File: src/rtl/audio_adc_rx.sv
// I2S ADC receiver: synchronizes codec BCLK/LRCK/DAT, captures stereo frames, buffers them in a FIFO.
// Define AUDIO_ADC_RX_OVF_COUNT_EN to build the saturating dropped-frame counter behind ovf_count.
module audio_adc_rx #(
  parameter int DATA_WIDTH = 24,
  parameter int FIFO_DEPTH = 4
) (
  input  logic                          clk_clk,
  input  logic                          reset_reset_n,
  input  logic                          enable,
  input  logic                          audio_BCLK,
  input  logic                          audio_ADCLRCK,
  input  logic                          audio_ADCDAT,
  output logic [DATA_WIDTH-1:0]         out_left,
  output logic [DATA_WIDTH-1:0]         out_right,
  output logic                          out_valid,
  input  logic                          out_ready,
  output logic [$clog2(FIFO_DEPTH):0]   fill_level,
  output logic                          overflow,
  input  logic                          overflow_clr,
  output logic [15:0]                   ovf_count,
  output logic [1:0]                    dbg_state
);

  localparam int AW = $clog2(FIFO_DEPTH);
  localparam logic [AW:0] FULL_LVL = (AW+1)'(FIFO_DEPTH);
  localparam logic [DATA_WIDTH-1:0] MSB_MASK = {1'b1, {(DATA_WIDTH-1){1'b0}}};

  typedef enum logic [1:0] {IDLE = 2'd0, LEFT = 2'd1, RIGHT = 2'd2} state_t;

  // Output handshake: a frame moves out of the FIFO in any cycle where out_valid and
  // out_ready are both high at the clock edge; head data is held while out_ready is low.

  logic [2:0]            bclk_sync;
  logic [1:0]            lrck_sync;
  logic [1:0]            dat_sync;
  logic                  lrck_prev;
  logic                  tick;
  logic                  boundary;
  logic                  lrck;
  logic                  dat;
  state_t                state;
  logic [DATA_WIDTH-1:0] word;
  logic [DATA_WIDTH-1:0] mask;
  logic [DATA_WIDTH-1:0] left_hold;
  logic [DATA_WIDTH-1:0] right_hold;
  logic                  push;

  always_ff @(posedge clk_clk or negedge reset_reset_n) begin
    if (!reset_reset_n) begin
      bclk_sync <= '0;
      lrck_sync <= '0;
      dat_sync  <= '0;
    end else begin
      bclk_sync <= {bclk_sync[1:0], audio_BCLK};
      lrck_sync <= {lrck_sync[0], audio_ADCLRCK};
      dat_sync  <= {dat_sync[0], audio_ADCDAT};
    end
  end

  assign lrck     = lrck_sync[1];
  assign dat      = dat_sync[1];
  assign tick     = bclk_sync[1] & ~bclk_sync[2];
  assign boundary = tick & (lrck != lrck_prev);

  // The boundary tick is the I2S delay slot; mask walks MSB->LSB so short words stay zero-filled.
  always_ff @(posedge clk_clk or negedge reset_reset_n) begin
    if (!reset_reset_n) begin
      state      <= IDLE;
      lrck_prev  <= 1'b0;
      word       <= '0;
      mask       <= '0;
      left_hold  <= '0;
      right_hold <= '0;
      push       <= 1'b0;
    end else begin
      push <= 1'b0;
      if (tick) lrck_prev <= lrck;
      if (!enable) begin
        state <= IDLE;
        word  <= '0;
        mask  <= '0;
      end else if (boundary) begin
        word <= '0;
        mask <= MSB_MASK;
        case (state)
          IDLE:  if (!lrck) state <= LEFT;
          LEFT:  if (lrck) begin
                   state     <= RIGHT;
                   left_hold <= word;
                 end
          RIGHT: if (!lrck) begin
                   state      <= LEFT;
                   right_hold <= word;
                   push       <= 1'b1;
                 end
          default: state <= IDLE;
        endcase
      end else if (tick && (state != IDLE) && (mask != '0)) begin
        if (dat) word <= word | mask;
        mask <= mask >> 1;
      end
    end
  end

  assign dbg_state = state;

  logic [2*DATA_WIDTH-1:0] mem [FIFO_DEPTH];
  logic [AW-1:0]           wr_ptr;
  logic [AW-1:0]           rd_ptr;
  logic [AW:0]             count;
  logic                    pop;
  logic                    full;
  logic                    wr;
  logic                    drop;

  assign out_valid = (count != '0);
  assign pop       = out_valid & out_ready;
  assign full      = (count == FULL_LVL);
  assign wr        = push & enable & (~full | pop);
  assign drop      = push & enable & full & ~pop;

  always_ff @(posedge clk_clk or negedge reset_reset_n) begin
    if (!reset_reset_n) begin
      for (int i = 0; i < FIFO_DEPTH; i++) mem[i] <= '0;
      wr_ptr <= '0;
      rd_ptr <= '0;
      count  <= '0;
    end else begin
      if (wr) begin
        mem[wr_ptr] <= {left_hold, right_hold};
        wr_ptr      <= wr_ptr + 1'b1;
      end
      if (pop) rd_ptr <= rd_ptr + 1'b1;
      case ({wr, pop})
        2'b10:   count <= count + 1'b1;
        2'b01:   count <= count - 1'b1;
        default: count <= count;
      endcase
    end
  end

  assign {out_left, out_right} = mem[rd_ptr];
  assign fill_level            = count;

  always_ff @(posedge clk_clk or negedge reset_reset_n) begin
    if (!reset_reset_n)    overflow <= 1'b0;
    else if (drop)         overflow <= 1'b1;
    else if (overflow_clr) overflow <= 1'b0;
  end

`ifdef AUDIO_ADC_RX_OVF_COUNT_EN
  logic [15:0] ovf_cnt;

  always_ff @(posedge clk_clk or negedge reset_reset_n) begin
    if (!reset_reset_n) begin
      ovf_cnt <= '0;
    end else if (drop) begin
      if (ovf_cnt != 16'hFFFF) ovf_cnt <= ovf_cnt + 16'd1;
    end else if (overflow_clr) begin
      ovf_cnt <= '0;
    end
  end

  assign ovf_count = ovf_cnt;
`else
  assign ovf_count = 16'd0;
`endif

endmodule
File: config.mk
export PLATFORM = sky130hd
export DESIGN_NAME = audio_adc_rx
export DESIGN_NICKNAME = d
export VERILOG_FILES = /design/src/rtl/audio_adc_rx.sv
export SDC_FILE = /design/constraint.sdc
export NUM_CORES = 1
export LEC_CHECK = 0
export CAP_MARGIN = 0
export CORE_MARGIN = 10
export CORE_UTILIZATION = 40
export DETAILED_ROUTE_END_ITERATION = 10
export PLACE_DENSITY = 0.58
export RECOVER_POWER = 25
export SLEW_MARGIN = 20
export SYNTH_ARGS = -nofsm -noshare
export SYNTH_HDL_FRONTEND = slang
export SYNTH_SLANG_ARGS = --single-unit
export TNS_END_PERCENT = 30
File: constraint.sdc
create_clock -name clk_clk -period 2.5 [get_ports clk_clk]
set_input_delay 0.375 -clock clk_clk [delete_from_list [all_inputs] [get_ports clk_clk]]
set_output_delay 0.375 -clock clk_clk [all_outputs]
set_load 0.05 [all_outputs]
# Word level (Yosys, flattened, before mapping)
# Index checks and enable logic that the tools add are counted.
# classes
n_addsub,4
mul,0
div,0
n_lt_le_gt_ge,3
eq_ne,11
n_shift,0
n_mux,25
bitwise,15
reduce_logical,14
# ops
cell,n
bitwise mux 192 bit,1
2-to-1 mux 24 bit,7
2-to-1 mux 48 bit,3
binary-select mux 48 bit (select 2 bit),1
demux 48 bit (select 2 bit),1
bitwise OR 24 bit,1
nonzero test 24 bit,1
2-to-1 mux 2 bit,4
AND reduction 4 bit,2
bitwise AND 1 bit,7
greater-or-equal comparator 3 bit (second input constant),2
2-to-1 mux 1 bit,6
inequality test 3 x 1 -> 1 bit (second input constant),2
inequality test 3 bit (second input constant),2
inverter 2 -> 3 bit,2
case mux 3 bit (2 select lines),1
nonzero test 2 bit,3
adder 2 x 1 -> 2 bit (second input constant),2
== test 2 x 1 -> 1 bit (second input constant),2
== test 2 bit (second input constant),2
inverter 1 bit,4
case mux 2 bit (2 select lines),1
adder 3 x 1 -> 3 bit (second input constant),1
== test 3 bit (second input constant),1
11 further kinds,13
# word_totals
regBits,307
latchBits,0
ram_bits,0
romBits,0
inputBits,8
out_inout_bits,71
word_cells,90
memories,0

# Longest topological paths before layout
# logic_depth
word_depth,7
depth_mapped,10
mapped_depth_nobuf,9

# Worst setup path before layout
# No wires, ideal clock.
# synth_path
path_kind,flip-flop to flip-flop
startpoint,"register count[0], in the netlist fill_level[0]"
endpoint,"register count[2], in the netlist fill_level[2]"
t_arrival_ns,2.460
required_ns,2.418
slack_ns,-0.042
stages_incl_launch_ff,11
path_buffers,1
period_less_slack_ns,2.542
path_cell_list,dfrtp_1 > or4b_4 > nor2b_4 > buf_12 > inv_1 > ha_1 > inv_1 > fa_1 > xor2_1 > nor2_1 > xor2_1
# synth_via
elab_chain_len,6
word_cells_on_any_way,12
cone_classes,add/sub: 2; eq/ne: 3; mux: 1; bitwise: 4; reduce/logical: 2
# synth_rtl
item,line,rtl
"start, declared",110,logic [AW:0] count;
"start signal, assigned",135,2'b10: count <= count + 1'b1;
"start signal, assigned",136,2'b01: count <= count - 1'b1;
"start signal, assigned",137,default: count <= count;
nonzero test 3 bit / == test 3 bit (equally long branches),"116, 118",
bitwise AND 1 bit / inverter 1 bit (equally long branches),"117, 119",
bitwise OR 1 bit,119,assign wr = push & enable & (~full | pop);
bitwise AND 1 bit,119,
== test 2 x 1 -> 1 bit / == test 2 bit (equally long branches),134,"case ({wr, pop})"
case mux 3 bit (2 select lines) / nonzero test 2 bit (equally long branches),-,
# Several ways; a longest one is shown, not always the timed one.
# A chain may end at the register's enable or synchronous reset.

# Worst setup path in the final report
# layout_path
startpoint,register rd_ptr[0]
endpoint,output port out_left[17]
# layout_via
elab_chain_len,4
# layout_rtl
item,line,rtl
"start, declared",109,logic [AW-1:0] rd_ptr;
"start signal, assigned",133,if (pop) rd_ptr <= rd_ptr + 1'b1;
inverter 2 -> 3 bit (not written as such),142,"assign {out_left, out_right} = mem[rd_ptr];"
binary-select mux 48 bit (select 2 bit),142,
2-to-1 mux 48 bit (not written as such) (2 in a row),142,
"end, declared",13,"output logic [DATA_WIDTH-1:0] out_left,"
# Every way passes these cells. The select of a mux whose other input is x is not followed.

==> key figures <==
Run status
  • Status: complete, but fails checks
  • Violated checks: capacitance limit, slew limit

Synth
  • Synth area leaders: dfrtp_1 (57%), mux2_2 (14%), mux2_4 (9.0%)
  • Netlist cell types: 37
  • Post-synth top cells: dfrtp_1 (307), mux2_2 (161), mux2_4 (80)
  • Ys flop type: dfrtp_1
  • Syn_area_per_cell: 15.8 sq um
  • Mapped Cells: 848
  • Synth warn: 0
  • Yosys reg bits: 307
  • Sequential fraction of the synthesis area: 57.4%
  • Yosys top cell area share: 57.4%
  • FFs w/ async S/R, synth: 100%
  • Cell taking the most area after synthesis: dfrtp_1
  • Most frequent cell after synthesis: dfrtp_1
  • Mapped Area: 13400 sq um
  • Post-synth EDFFs: 0

Job
  • Maxcap violations: 1

Floorplan
  • Die area: between 40000 and 50000 sq um
  • Ports: 79
  • # rows: 66
  • Core area: 32800 sq um
  • Die span in y: 203 microns
  • Starting Density: 40.8%
  • Die width: 203 microns

Critical path
  • Crit-path leading delay family: multiplexers
  • CP Class: flip-flop to output pin
  • Worst R2R End: fill_level[2]
  • Crit path buf inv count: 2
  • Reg2reg setup slack: 0.28 ns
  • Worst R2R Start: fill_level[0]
  • CP peak stage delay: 0.57 ns
  • Worst reg-to-reg path cell count: 9
  • Critical Path Sink Type: output pin
  • Crit path max fanout: 34
  • CP Data Required Time: 2.12 ns
  • Slowest CP cell: mux4_2
  • Critical Path, Cell by Cell: buf_16 > mux4_2 > buf_4
  • WP data arrival: 2.06 ns
  • Worst setup SP type: flip-flop

Hold path
  • HP Class: flip-flop to flip-flop
  • Hold path cells: 0
  • End of the worst hold path: bclk_sync[1]
  • Hold wc startpoint: bclk_sync[0]

Routing
  • Number of iterations in the first detailed-routing pass: 4
  • Final ANT Viol Nets: 0
  • Vias: 7067
  • DR iter-0 viols: 343
  • Vias per cell: 5.07
  • WL/cell: 20.0 microns
  • DRC: 0
  • Routed WL: 27800 microns

STA
  • Final min period: 2.43 ns
  • Final worst clock skew: 0.0221 ns
  • Slew @ Worst Pin: roughly 1.7 ns
  • RSZ-0062 raised after global routing: true
  • Relative slew slack: -11.5%
  • Period utilisation layout: between 90% and 100%
  • Hold Fails Final Rpt: 0
  • Setup ws final: ~0.068 ns
  • Setup TNS: 0 ns
  • Final setup fails: 0
  • Pins over their slew limit: 59
  • Highest Clock Rate: 0.411 GHz

Cells and area
  • Post-Layout Cell Count: about 1400
  • Nets: 944
  • Post-layout util: a little under half
  • Cell area after layout: 15600 sq um
  • Layout filler cell count: 2900
  • Layout cells sized above 1: 46.0%
  • Diode count: 0
  • Area growth syn-to-layout: 16.4%

CTS
  • Clock transition at the registers of the reported paths: 0.06 ns
  • Root Driver: clkbuf_16
  • Cts bufs inserted: 34
  • H-Tree Depth: 2
  • Clk_lat worst skew: ~0.51 ns
  • CTS tree: yes
  • Clock tree buffer depth: 3
  • CTS Sinks: 307

Power and ir drop
  • PD cells: 738 nW/um^2
  • P_leak: 0.00774 uW
  • Peak VDD IR: 0.000418 V

GRT
  • First-pass GRT wire length: approximately 45000 microns
  • Met2 Usage GRT: approximately a fifth
  • Initial antenna violation count: 0
  • Gr ovfl total: 0
  • GRT Total Usage: ~14%
  • Largest net degree at the start of global routing: between 60 and 70
  • Busiest grt layer: met2
  • Number of global-route vias before repair: 7666
  • Met1 usage: 19.8%
  • Grt met3 use: 2.34%

Placed design
  • Placed Area: 14400 sq um
  • IO Port Bufs: 62
  • Gpl congestion: 0.752
  • HPWL after DPL: approximately 18000 microns
  • Pre-CTS setup slack: -0.0720 ns
  • Dpl cells: 1335
-- worst register-to-register path: cells and delay by family (launching register included) --
kind	cells	cell delay [ns]
adder cells (fa/ha/maj)	2	0.53
buffers and inverters	2	0.10
AND/OR/NAND/NOR	3	0.78
flip-flops	1	0.43
XOR/XNOR	2	0.30
-- per-stage QoR --
step                      hold slack [ns]  total power (uW)
after floorplan                    0.0794              6130
after global placement              0.333              6620
after detailed placement            0.337              6610
after CTS                           0.293             11700
after global routing                0.352             11900
final                               0.343             11500
-- sequential cells by signal, summed over array words and instances (netlist names) --
signal,cells
word,24
fill_level,3
wr_ptr,2
left_hold,24
lrck_sync,2
mem,192
right_hold,24
rd_ptr,2
dat_sync,2
push,1
overflow,1
dbg_state,2
lrck_prev,1
bclk_sync,3
mask,24
-- repair_timing --
item / 4_1_cts / 5_1_grt
setup endpoints to repair: 6 / 10
hold buffers: 1 / 0
setup buffers: 0 / 0
hold endpoints to repair: 55 / 0
pin swaps: 0 / 0
gates resized for setup: 1 / 8
-- cell usage in the layout, fill, tap and decap left out, drive strengths merged, types with 2 or more instances in the layout --
master	n
bufinv	3
ha	5
nor4	6
a21boi	2
conb	16
nor2b	2
dlygate4sd3	4
clkbuf	48
inv	10
o21ai	3
clkdlybuf4s50	10
nand2	58
xnor2	4
clkinv	5
a31oi	25
dfrtp	307
or2	2
mux4	48
mux2	241
buf	83
a21oi	24
nor2	29
xor2	3
-- power by group --
group	total, uW	internal, uW	leakage [uW]	switching, uW
logic	1390	549	0.00295	841
clock network	5000	3020	0.000546	1980
registers	5100	5040	0.00425	67.7
total	11500	8610	0.00774	2890
-- per-layer routing --
metal	wire (microns)	share of wire, %	vias to the layer above
met5	0	0	-
met4	484	1.7	0
met3	929	3.3	44
met2	12700	46	110
met1	13700	49	3721
li1	-	-	3192
-- kinds of logic (layout without fill, tap and decap cells) --
logic type                 count (synthesis)  count (layout)  share of synthesized area (%)
buffers and inverters                     76             164                           4.51
other                                      1              16                         0.0280
AOI/OAI and AO/OA                         55              55                           2.34
DFF                                      307             307                           57.4
muxes                                    290             290                           30.7
xor gates and xnor gates                   7               7                          0.458
and+or+nand+nor                          106             106                           3.96
adders and majority gates                  6               6                          0.617
-- final cells by class --
type	count	area, sq um	share of cell area (%)
Timing Repair Buffer	99	1040	6.67
Tap cell	442	553	3.55
Sequential cell	307	7690	49.4
Clock inverter	11	140	0.900
Clock buffer	46	967	6.21
Inverter	8	30.0	0.193
Multi-Input combinational cell	480	5150	33.1
-- worst max path at each step --
stage / from / end / slack (ns) / cells after the start
floorplan: fill_level[1] / fill_level[2] / 0.05 / 10
global placement: out_ready / fill_level[2] / -0.04 / 10
detailed placement: out_ready / fill_level[2] / -0.07 / 10
CTS: rd_ptr[0] / out_right[12] / 0.006 / 3
global route: rd_ptr[0] / out_right[12] / -0.007 / 3
finish: rd_ptr[0] / out_left[17] / 0.07 / 3
No activity file was read; power rests on OpenSTA's default activity.
